==> config.mk <==
export PLATFORM = sky130hd
export DESIGN_NAME = serial_word_tx_flat
export DESIGN_NICKNAME = d
export VERILOG_FILES = /design/src/rtl/serial_word_tx_pkg.sv /design/src/rtl/serial_word_tx_if.sv /design/src/rtl/serial_word_tx.sv /design/src/flat_wrapper.sv
export SDC_FILE = /design/constraint.sdc
export NUM_CORES = 1
export LEC_CHECK = 0
export CAP_MARGIN = 25
export CORE_MARGIN = 5
export CORE_UTILIZATION = 46
export CTS_BUF_LIST = sky130_fd_sc_hd__clkbuf_8
export CTS_CLUSTER_DIAMETER = 30
export CTS_CLUSTER_SIZE = 10
export DETAILED_ROUTE_END_ITERATION = 8
export GPL_TIMING_DRIVEN = 1
export PLACE_DENSITY = 0.73
export SETUP_SLACK_MARGIN = 0.5
export SYNTH_ARGS = -nofsm -noshare
export SYNTH_HDL_FRONTEND = slang
export SYNTH_SLANG_ARGS = --single-unit
==> constraint.sdc <==
create_clock -name t_clk -period 1.69 [get_ports t_clk]
set_clock_uncertainty 0.15 [all_clocks]
set_input_delay 0.2535 -clock t_clk [delete_from_list [all_inputs] [get_ports t_clk]]
set_output_delay 0.2535 -clock t_clk [all_outputs]
set_load 0.1 [all_outputs]
==> src/rtl/serial_word_tx_pkg.sv <==
// Shared definitions for the serial word path: idle line levels,
// transmitter state encoding and counter sizing.
package serial_word_pkg;

   localparam logic SER_IDLE_I = 1'b0;
   localparam logic SER_IDLE_R = 1'b1;

   typedef enum logic {
      ST_IDLE  = 1'b0,
      ST_SHIFT = 1'b1
   } tx_state_e;

   // Bit counter width; at least one bit even for single-bit words.
   function automatic int unsigned cnt_width(input int unsigned w);
      return (w <= 32'd1) ? 32'd1 : 32'($clog2(w));
   endfunction

endpackage

==> src/rtl/serial_word_tx_if.sv <==
// Valid/ready word handshake feeding the serial transmitter.
interface serial_word_tx_if #(
   parameter int unsigned W = 4
);
   logic [W-1:0] in_data;
   logic         in_valid;
   logic         in_ready;

   modport master (output in_data, output in_valid, input in_ready);
   modport slave  (input in_data, input in_valid, output in_ready);
endinterface

==> src/rtl/serial_word_tx.sv <==
// Parallel-to-serial word transmitter, LSB first, with a one-word holding
// buffer so consecutive words stream without an idle cycle.
module serial_word_tx
   import serial_word_pkg::*;
#(
   parameter int unsigned W = 4
) (
   input  logic           t_clk,
   input  logic           r,
   serial_word_tx_if.slave in_if,
   output logic           ser_i,
   output logic           ser_r,
   output logic           word_done,
   output logic           busy
);

   localparam int unsigned   CW   = cnt_width(W);
   localparam logic [CW-1:0] LAST = CW'(W - 1);

   tx_state_e     state_q, state_d;
   logic [W-1:0]  sreg_q, sreg_d;
   logic [CW-1:0] cnt_q, cnt_d;
   logic [W-1:0]  hold_data_q, hold_data_d;
   logic          hold_full_q, hold_full_d;

   logic active;
   logic last_bit;
   logic load_slot;
   logic accept;

   assign active    = (state_q == ST_SHIFT);
   assign last_bit  = (cnt_q == LAST);
   assign load_slot = !active || last_bit;

   assign in_if.in_ready = !hold_full_q && !r;
   assign accept         = in_if.in_valid && in_if.in_ready;

   always_comb begin
      state_d     = state_q;
      sreg_d      = sreg_q;
      cnt_d       = cnt_q;
      hold_data_d = hold_data_q;
      hold_full_d = hold_full_q;

      if (load_slot) begin
         if (hold_full_q) begin
            sreg_d  = hold_data_q;
            cnt_d   = '0;
            state_d = ST_SHIFT;
            if (accept) begin
               hold_data_d = in_if.in_data;
            end else begin
               hold_full_d = 1'b0;
            end
         end else if (accept) begin
            // Empty buffer: the new word goes straight into the shifter.
            sreg_d  = in_if.in_data;
            cnt_d   = '0;
            state_d = ST_SHIFT;
         end else begin
            state_d = ST_IDLE;
         end
      end else begin
         sreg_d = sreg_q >> 1;
         cnt_d  = cnt_q + 1'b1;
         if (accept) begin
            hold_data_d = in_if.in_data;
            hold_full_d = 1'b1;
         end
      end
   end

   always_ff @(posedge t_clk) begin
      if (r) begin
         state_q     <= ST_IDLE;
         sreg_q      <= '0;
         cnt_q       <= '0;
         hold_data_q <= '0;
         hold_full_q <= 1'b0;
      end else begin
         state_q     <= state_d;
         sreg_q      <= sreg_d;
         cnt_q       <= cnt_d;
         hold_data_q <= hold_data_d;
         hold_full_q <= hold_full_d;
      end
   end

   assign ser_i     = active ? sreg_q[0] : SER_IDLE_I;
   assign ser_r     = active ? (cnt_q == '0) : SER_IDLE_R;
   assign word_done = active && last_bit;
   assign busy      = active || hold_full_q;

endmodule

==> src/flat_wrapper.sv <==
// flat-port wrapper written by rule: the top's interface ports become plain ports
module serial_word_tx_flat import serial_word_pkg::*;
#(
   parameter int unsigned W = 4
)
  (t_clk, r, ser_i, ser_r, word_done, busy, in_if_in_data, in_if_in_valid, in_if_in_ready);
  serial_word_tx_if #(.W(W)) in_if_i ();
  input  logic t_clk;
  input  logic r;
  output logic ser_i;
  output logic ser_r;
  output logic word_done;
  output logic busy;
  input wire logic [$bits(in_if_i.in_data)-1:0] in_if_in_data;
  input wire logic [$bits(in_if_i.in_valid)-1:0] in_if_in_valid;
  output wire logic [$bits(in_if_i.in_ready)-1:0] in_if_in_ready;
  assign in_if_i.in_data = in_if_in_data;
  assign in_if_i.in_valid = in_if_in_valid;
  assign in_if_in_ready = in_if_i.in_ready;
  serial_word_tx #(.W(W)) u_core (.t_clk(t_clk), .r(r), .in_if(in_if_i), .ser_i(ser_i), .ser_r(ser_r), .word_done(word_done), .busy(busy));
endmodule
# Yosys cells after proc, flatten, opt, wreduce, memory -nomap -nowiden
# Index checks and enable logic that the tools add are counted.
# word_totals
regBits	12
latch_bits	0
ram_bits	0
mem_bits_ro	0
in_bits	7
elab_cells	39
mem_count	0
# op_classes
add_sub_neg	1
n_mul	0
n_div	0
magnitude_cmp	0
n_eq_ne	3
n_shift	0
muxes	16
bitwise_logic	1
reduce_logical	12
# op_table
cell	n
two-way mux 4 bit	5
two-way mux 1 bit	7
two-way mux 2 bit	3
nonzero test 2 bit	2
logical AND 1 bit	3
zero test 1 bit	3
two-way mux 3 bit	1
inequality test 3 x 2 -> 1 bit, second input constant	1
adder 2 x 1 -> 2 bit, second input constant	1
equality test 2 bit, second input constant	1
zero test 2 bit	1
logical OR 1 bit	2
inequality test 2 x 1 -> 1 bit, second input constant	1
OR reduction 2 bit	1
NOT 1 bit	1

# Longest topological paths before layout
# Gate-level depths: netlist of the first run.
# depth
ltp_word	6
depth_mapped	5

# Worst setup path after synthesis of the first run
# Ideal clock, no wire load.
# synth_timing
path_type	register to output
start	register u_core.hold_full_q
end	output in_if_in_ready
arrival_ns	1.799
required_ns	1.286
slack_ns	-0.512
path_stages_with_launch	3
n_path_buf	1
path_cell_list	dfxtp_1 -> buf_2 -> nor2_1
# synth_between
elab_chain_cells	2
# synth_rtl
element	line	text
start: declaration	serial_word_tx.sv:24	logic hold_full_q, hold_full_d;
start signal: assignment	serial_word_tx.sv:85	hold_full_q <= hold_full_d;
zero test 1 bit	serial_word_tx.sv:35	assign in_if.in_ready = !hold_full_q && !r;
logical AND 1 bit	serial_word_tx.sv:35	
end: declaration	flat_wrapper.sv:16	output wire logic [$bits(in_if_i.in_ready)-1:0] in_if_in_ready;
# No other way between the ends.

# Worst setup path in the final report of the first run
# layout_timing
start	register u_core.cnt_q[0]
end	output ser_r
# layout_between
elab_chain_cells	2
# layout_rtl
element	line	text
start: declaration	serial_word_tx.sv:22	logic [CW-1:0] cnt_q, cnt_d;
start signal: assignment	serial_word_tx.sv:83	cnt_q <= cnt_d;
zero test 2 bit	serial_word_tx.sv:90	assign ser_r = active ? (cnt_q == '0) : SER_IDLE_R;
two-way mux 1 bit	serial_word_tx.sv:90	
end: declaration	flat_wrapper.sv:11	output logic ser_r;
# No other way between the ends.

==> results of run 1 <==
[power by group]
part | internal [mW] | switching [mW] | total (mW)
registers | 0.300 | 0.0210 | 0.322
logic | 0.132 | 0.148 | 0.280
clock network | 0.206 | 0.118 | 0.324
total | 0.639 | 0.287 | 0.926
[cells in the mapped netlist (all sizes together), types with 2 or more instances]
library cell	n
nand2	7
o211ai	4
a21oi	3
nor3b	3
and2	2
nand3	6
buf	4
dfxtp	12
nor2	5
ha	2
inv	3
nor2b	4
a2111oi	3
nor4	3
[what timing repair did]
item / CTS / global route
pin swaps: 6 / 10
cloned: 0 / 0
setup endpoints to repair: 17 / 17
gates resized for setup: 18 / 13
buffers inserted: 7 / 4
[worst max-delay path: cells and delay by family (launching register included)]
kind	cells	cell delay [ns]
DFF	1	0.38
and+or+nand+nor	1	0.25
buffers and inverters	2	0.21
adders and majority gates	1	0.15
[layer usage]
| layer | share of wire [%] | up-vias |
|---|---|---|
| li1 | - | 302 |
| met1 | 42 | 333 |
| met2 | 47 | 22 |
| met3 | 5.4 | 11 |
| met4 | 5.0 | 0 |
| met5 | 0 | - |
[per-stage QoR]
| stage | hold WS (ns) | area, µm² |
|---|---|---|
| 6_report | 0.267 | 1160 |
| 5_1_grt | 0.271 | 1160 |
| 4_1_cts | 0.233 | 1060 |
| 3_5_place_dp | 0.324 | 878 |
| 3_3_place_gp | 0.318 | 878 |
| 2_1_floorplan | 0.226 | 707 |
[final cells by class]
cell class / count / area [µm²]
Clock buffer: 4 / 55.1
Fill cell: 62 / 144
Inverter: 3 / 16.3
Multi-Input combinational cell: 51 / 498
Sequential cell: 12 / 253
Tap cell: 15 / 18.8
Timing Repair Buffer: 26 / 317
[registers in the layout, indices dropped and copies added, names as in the netlist]
register,cells
u_core.cnt_q,2
u_core.hold_data_q,4
u_core.hold_full_q,1
u_core.active,1
u_core.sreg_q,4
[placed cells by master (no fill, tap or decap), types with 2 or more instances in the layout]
| master | count |
|---|---|
| nor2_1 | 3 |
| dfxtp_1 | 8 |
| o211ai_1 | 4 |
| and2_4 | 2 |
| dfxtp_4 | 3 |
| ha_4 | 2 |
| a2111oi_4 | 3 |
| clkdlybuf4s50_1 | 4 |
| buf_12 | 7 |
| nand2_1 | 5 |
| buf_4 | 8 |
| a21oi_2 | 3 |
| buf_6 | 5 |
| nor2b_1 | 3 |
| nand3_1 | 6 |
| inv_4 | 2 |
| clkbuf_8 | 4 |
| nor3b_1 | 2 |
| nor4_2 | 3 |
[final timing paths]
path / startpoint / end / slack [ns] / cells past startpoint
max: u_core.cnt_q[0]$_SDFFE_PP0P_ / ser_r / 0.05 / 4
max reg2reg: u_core.cnt_q[0]$_SDFFE_PP0P_ / u_core.hold_data_q[0]$_SDFFE_PP0P_ / 0.11 / 6
min reg2reg: u_core.hold_data_q[2]$_SDFFE_PP0P_ / u_core.hold_data_q[2]$_SDFFE_PP0P_ / 0.34 / 2
min: r / u_core.sreg_q[0]$_SDFFE_PP0P_ / 0.27 / 2
[cells by family after synthesis]
group	count (synthesis)	synth area share, %
AO/OA/AOI/OAI	11	14.3
adder cells (fa/ha/maj)	2	3.98
flip-flops	12	38.2
buffers and inverters	8	6.56
AND/OR/NAND/NOR	37	35.4
multiplexers	1	1.59
==> flow_summary.toml, run 1 <==
[layout]
nets = 106
drive_gt1_share_pct = 58.3
layoutNonFillerInstCount = 111
area_delta_synth_final_pct = 83.9
final_util_pct = 88.9
insertedDiodeCount = 0

[route]
wl_per_cell_um = 20.9
drt_wl_total_um = 2320
drc = 0
via_count = 668
drt_iter0_drc = 9
final_antenna_net_count = 0
avgViaCountPerCell = 6.02
first_pass_iters = 4

[global_routing]
grt_pass1_vias = 623
grt_util_met2_pct = 35.8
grt-ovfl-total = 0
grt_max_degree = 9
grt_util_all_layers_pct = 22.0
antenna_found_initial = 0
met3_usage_pct = 7.28
grt_pass1_wl_um = 3190
grtUsageMet1_pct = 25.2
grt.busiest_layer = "met2"

[logic_synthesis]
synth_edf_count = 0
ys_warn_count = 0
synth_area_leaders = "dfxtp_1 (38%), nand3_1 (4.8%), a2111oi_2 (4.8%), o211ai_1 (4.8%), nand2_1 (4.2%)"
syn-num-nets = 80
synth-seq-cells = 12
synthFlopType = "dfxtp_1"
synth_seq_area_share_pct = 38.2
yosysTopAreaCell = "dfxtp_1"
syn_inst = 71
synth.avg_cell_area_um2 = 8.86
yosysTopAreaCellShare_pct = 38.2
ys_async_sr_fraction_pct = 0
syn-cell-area_um2 = 629
synth_cell_type_count = 28

[pwr]
p_leak_nw = 0.451
powerDensity_nw_per_um2 = 800
totalPowerFinal_mw = 0.926
worst_ir_drop_vdd_mv = 0.788

[placement]
placedCellCount = 96
port_buffers = 11
place_congestion = 0.771
place_hpwl_um = 990
dp_worst_setup_slack_ns = 0.0558

[run]
drv_cap = 0

[cts]
clkLatencyLatePin_ns = 0.25
clock-sinks = 12
hold_buffers = 0
root_buffer = "clkbuf_8"
htreeDepth = 1
cts_made_buffers = 3
cts_tree = "built"
path_clk_slew_ns = 0.06
cts_buffer_depth = 2

[die]
die_x_um = 47.0
die_h_um = 47.0
fp-row-count = 13
coreArea_um2 = 1300
start_util_pct = 48.4
fp.dieArea_um2 = 2210
io_pins = 12

[sta]
max_slew.worst_pin.slew_ns = 0.294
final.min_clock_period_ns = 1.64
hold_viol = 0
fin_crit_sh_pct = 97.0
rsz0062_at_grt = "true"
fmaxAchievable_mhz = 610
worst_slack_ns = 0.0510
report.final.slew_viol_count = 0
setup_tns_ns = 0
setup_viol = 0
slew_headroom_pct = 80.4

[run_status]
outcome = "complete, no violations"

[setup_path]
path_class = "reg -> out"
critPathMaxFanout = 2
cpMaxStageDelayCell = "dfxtp_4"
crit_arrival_ns = 1.24
cp_cell_sequence = "inv_4 -> ha_4 -> or2b_4 -> buf_12"
startpoint_type = "flip-flop"
cpPeakStageDelay_ns = 0.38
cp-end-kind = "output pin"
cp.required_ns = 1.29

[hold_path]
holdCritPathClass = "in -> reg"
No activity file was read; power rests on OpenSTA's default activity.
==> inputs of run 2 (changes only) <==
MAX_ROUTING_LAYER = met4   (was unset)
==> run 2 against run 1 <==
- sequential cell count unchanged
- largest power group unchanged
- worst hold slack improved by 0.0030 ns
- worst setup slack got worse by 0.0026 ns
==> flow_summary.toml, run 2 (synthesis results as in run 1) <==
[run_status]
outcome = "complete, no violations"

[pwr]
worst_ir_drop_vdd_mv = 0.787
p_int_mw = 0.639
netSwitchingPower_mw = 0.288
clkPwrFrac_pct = 35.2
pwr-share-seq_pct = 34.7
totalPowerFinal_mw = 0.928
powerDensity_nw_per_um2 = 802
netSwitchingFraction_pct = 31.1
combPwrFrac_pct = 30.2
p_leak_nw = 0.451

[placement]
place_congestion = 0.781
placed_area_um2 = 878
port_buffers = 11
dp_worst_setup_slack_ns = 0.0558
placedCellCount = 96
place_hpwl_um = 990

[global_routing]
grt_pass1_vias = 624
grt-ovfl-total = 0
grt_pass1_wl_um = 3190
antenna_found_initial = 0
grt_max_degree = 9
grt_util_all_layers_pct = 22.7

[cts]
htreeDepth = 1
clock-sinks = 12
cts_tree = "built"
clkLatencyLatePin_ns = 0.25
path_clk_slew_ns = 0.06
cts_buffer_depth = 2
cts_made_buffers = 3
root_buffer = "clkbuf_8"

[sta]
report.final.slew_viol_count = 0
setup_viol = 0
slew_headroom_pct = 80.5
final.min_clock_period_ns = 1.64
max_slew.worst_pin.slew_ns = 0.292
setup_tns_ns = 0
rsz0062_at_grt = "true"
fin_crit_sh_pct = 97.1
hold_viol = 0
worst_slack_ns = 0.0484
fmaxAchievable_mhz = 609

[layout]
nets = 106
layoutNonFillerInstCount = 111
reg.largest.list = "u_core.hold_data_q (4), u_core.sreg_q (4), u_core.cnt_q (2)"
multiInputGateArea_um2 = 498
drive_gt1_share_pct = 58.3
design_area_um2 = 1160
most-common-layout-cells = "buf_4 (8), dfxtp_1 (8), buf_12 (7)"
regArea_um2 = 253
insertedDiodeCount = 0
fill_cells = 62
area_delta_synth_final_pct = 83.9

[route]
drt_wl_total_um = 2330
drc = 0
avgViaCountPerCell = 5.80
wl_per_cell_um = 21.0
drt_iter0_drc = 15
via_count = 644
first_pass_iters = 4
final_antenna_net_count = 0

[die]
coreArea_um2 = 1300
fp.dieArea_um2 = 2210
io_pins = 12
die_h_um = 47.0
fp-row-count = 13
start_util_pct = 48.4
die_x_um = 47.0

[setup_path]
cp-end-kind = "output pin"
path_class = "reg -> out"
cp.required_ns = 1.29
startpoint_type = "flip-flop"
crit_arrival_ns = 1.24
critPathMaxFanout = 2

[run]
drv_cap = 0

[hold_path]
holdCritPathClass = "in -> reg"
[run 2: cell counts in the layout (fill, tap and decap cells not counted)]
No cell type changed its count.
[run 2: worst max-delay path, cell delays in order (launching register included)]
cell and delay [ns]:
dfxtp_4 0.38, inv_4 0.04, ha_4 0.15, or2b_4 0.25, buf_12 0.17
[run 2: metal layers]
layer | vias up | wire length [µm] | track usage (%)
li1 | 301 | - | -
met5 | - | 0 | -
met1 | 318 | 982 | 25.2
met2 | 18 | 1170 | 35.8
met3 | 7 | 120 | 7.28
met4 | 0 | 58 | 12.2
[run 2: per-stage QoR]
step                hold WS (ns)  util, %
global placement           0.318     67.5
detailed placement         0.324     67.5
global route               0.271     88.9
CTS                        0.233     81.2
floorplan                  0.226        -
finish                     0.270     88.9
[run 2: area by class of cell]
type | instances | area share (%)
inverters | 3 | 1.41
clock buffers | 4 | 4.76
flip-flops and latches | 12 | 21.8
well taps | 15 | 1.62
multi-input cells | 51 | 43.0
repair buffers | 26 | 27.4
[run 2: final timing paths]
check,depth (start not counted),slack [ns],end,startpoint
min,2,0.27,u_core.sreg_q[0]$_SDFFE_PP0P_,r
min reg2reg,2,0.34,u_core.hold_data_q[2]$_SDFFE_PP0P_,u_core.hold_data_q[2]$_SDFFE_PP0P_
max,4,0.05,ser_r,u_core.cnt_q[0]$_SDFFE_PP0P_
max reg2reg,6,0.12,u_core.hold_data_q[0]$_SDFFE_PP0P_,u_core.cnt_q[0]$_SDFFE_PP0P_
[run 2: power groups by stage]
stage	logic, mW	clock network, mW	registers (mW)
floorplan	0.144	0	0.321
global placement	0.198	0	0.327
detailed placement	0.199	0	0.327
CTS	0.234	0.332	0.316
global route	0.293	0.350	0.323
finish	0.280	0.326	0.322
[run 2: repair_timing]
| item | in CTS | in global routing |
|---|---|---|
| pin swaps | 6 | 10 |
| hold endpoints to repair | 0 | 0 |
| setup buffers | 7 | 4 |
| hold buffers | 0 | 0 |
| setup endpoints to repair | 17 | 17 |
| resized for setup | 18 | 13 |
==> RTL change: new RTL, flow settings as in run 1 <==
`W` is set to 4 in 3 places; all go to 6.
--- a/src/rtl/serial_word_tx_if.sv
+++ b/src/rtl/serial_word_tx_if.sv
@@ -1,6 +1,6 @@
 // Valid/ready word handshake feeding the serial transmitter.
 interface serial_word_tx_if #(
-   parameter int unsigned W = 4
+   parameter int unsigned W = 6
 );
    logic [W-1:0] in_data;
    logic         in_valid;
--- a/src/rtl/serial_word_tx.sv
+++ b/src/rtl/serial_word_tx.sv
@@ -3,7 +3,7 @@
 module serial_word_tx
    import serial_word_pkg::*;
 #(
-   parameter int unsigned W = 4
+   parameter int unsigned W = 6
 ) (
    input  logic           t_clk,
    input  logic           r,
--- a/src/flat_wrapper.sv
+++ b/src/flat_wrapper.sv
@@ -1,7 +1,7 @@
 // flat-port wrapper written by rule: the top's interface ports become plain ports
 module serial_word_tx_flat import serial_word_pkg::*;
 #(
-   parameter int unsigned W = 4
+   parameter int unsigned W = 6
 )
   (t_clk, r, ser_i, ser_r, word_done, busy, in_if_in_data, in_if_in_valid, in_if_in_ready);
   serial_word_tx_if #(.W(W)) in_if_i ();
Interface: changed (resized in_if_in_data); port bits go from 12 to 14. No check against the original RTL was run, so the function may have changed too.
==> RTL change against run 1 <==
Area after synthesis grew 44%; fmax grew 2.8%; routed wire length grew 0.47%; sequential cell count grew 5; via count grew 32%; core utilization shrank 16 points; highest routed layer unchanged; cell area grew 21%; power grew 15%; worst setup slack gained 44 ps.
==> RTL change: results (changes against run 1) <==
<table>
<tr><th>Metric</th><th>Value</th></tr>
<tr><th colspan="2">Layout</th></tr>
<tr><td>Net count reported at finish</td><td>150 (+42%)</td></tr>
<tr><td>Registers with the most flip-flops</td><td>u_core.hold_data_q: 6 flops, u_core.sreg_q: 6 flops, u_core.cnt_q: 3 flops</td></tr>
<tr><th colspan="2">Route</th></tr>
<tr><td>Post-Route M1 WL</td><td>949 um (-2.6%)</td></tr>
<tr><td>Wire length on met2</td><td>1.25 mm (+14%)</td></tr>
<tr><td>Vias per cell</td><td>5.39 (-10%)</td></tr>
<tr><td>Met3 Wirelength</td><td>82 um (-34%)</td></tr>
<tr><td>WL final</td><td>2.33 mm (+0.47%)</td></tr>
<tr><th colspan="2">Global route</th></tr>
<tr><td>Maximum number of pins on one net before global-route repair</td><td>11 (+2)</td></tr>
<tr><td>Met2 track utilization from global routing</td><td>31.9% (-3.9 points)</td></tr>
<tr><td>Met1 demand-to-capacity share in global routing</td><td>19.8% (-5.5 points)</td></tr>
<tr><td>Via count of the first global-routing pass</td><td>876 (+41%)</td></tr>
<tr><th colspan="2">Setup path</th></tr>
<tr><td>Critical path peak fanout</td><td>3 (+1)</td></tr>
<tr><td>Slowest-stage cell, CP</td><td>sky130_fd_sc_hd__dfxtp_2</td></tr>
<tr><th colspan="2">Status</th></tr>
<tr><td>Result of the run</td><td>finished clean</td></tr>
<tr><th colspan="2">Power and ir drop</th></tr>
<tr><td>Flop pwr share</td><td>41.8% (+7.1 points)</td></tr>
<tr><td>Leakage power of the design</td><td>0.553 nW (+23%)</td></tr>
<tr><td>Power in the clock group</td><td>0.304 mW (-6.2%)</td></tr>
<tr><th colspan="2">Synth</th></tr>
<tr><td>Synth Area in Compound Gates</td><td>27.3% (+13 points)</td></tr>
<tr><td>Top post-synthesis cells by count</td><td>sky130_fd_sc_hd__dfxtp_1 (17), sky130_fd_sc_hd__a21oi_1 (9), sky130_fd_sc_hd__nand2_1 (9), sky130_fd_sc_hd__nor2_1 (9), sky130_fd_sc_hd__nand3_1 (7)</td></tr>
<tr><td>Post-synthesis instance total</td><td>104 (+46%)</td></tr>
<tr><td>Synthesized-area fraction occupied by adder cells</td><td>4.14% (+0.17 points)</td></tr>
<tr><td>Share of the synthesized area in the top cell type</td><td>37.6% (-0.60 points)</td></tr>
<tr><th colspan="2">Place</th></tr>
<tr><td>Worst setup slack before clock tree synthesis</td><td>-57.6 ps (-113 ps)</td></tr>
<tr><td>Final HPWL DP</td><td>1.61 mm (+62%)</td></tr>
<tr><td>Placed standard-cell area</td><td>1220 um^2 (+39%)</td></tr>
<tr><td>Number of buffer cells added on primary ports</td><td>13 (+2)</td></tr>
<tr><th colspan="2">Clock network</th></tr>
<tr><td>Setup bufs post-CTS</td><td>8 (+1)</td></tr>
</table>
-- RTL change: cell count changes in the layout (fill, tap and decap cells not counted), sizes merged, moves of 4 or more --
cell    delta
o21ai      +6
nor2       +4
a21oi      +6
dfxtp      +5
buf        +7
o32ai      +5
o211ai     -4
a211oi     +7
-- RTL change: worst max-delay path: cells and delay by family, from the launching register on --
family,cells,cell delay [ps]
adder cells (fa/ha/maj),1,160
buffers and inverters,2,240
flip-flops,1,340
AND/OR/NAND/NOR,1,190
-- RTL change: worst paths after layout --
kind / start / to / slack (ps)
hold / removal: r / u_core.hold_full_q / 100
hold reg to reg: u_core.hold_data_q[5] / u_core.sreg_q[5] / 320
setup reg to reg: u_core.cnt_q[1] / u_core.hold_data_q[1] / 150
setup / recovery: u_core.cnt_q[1] / word_done / 100
-- RTL change: layout make-up --
cell class                 count  area, um^2
multi-input combinational     75         569
fill                         139         517
timing repair buffer          35         374
sequential                    17         354
clock buffer                   3        41.3
tap                           27        33.8
inverter                       6        27.5
clock inverter                 1        5.00
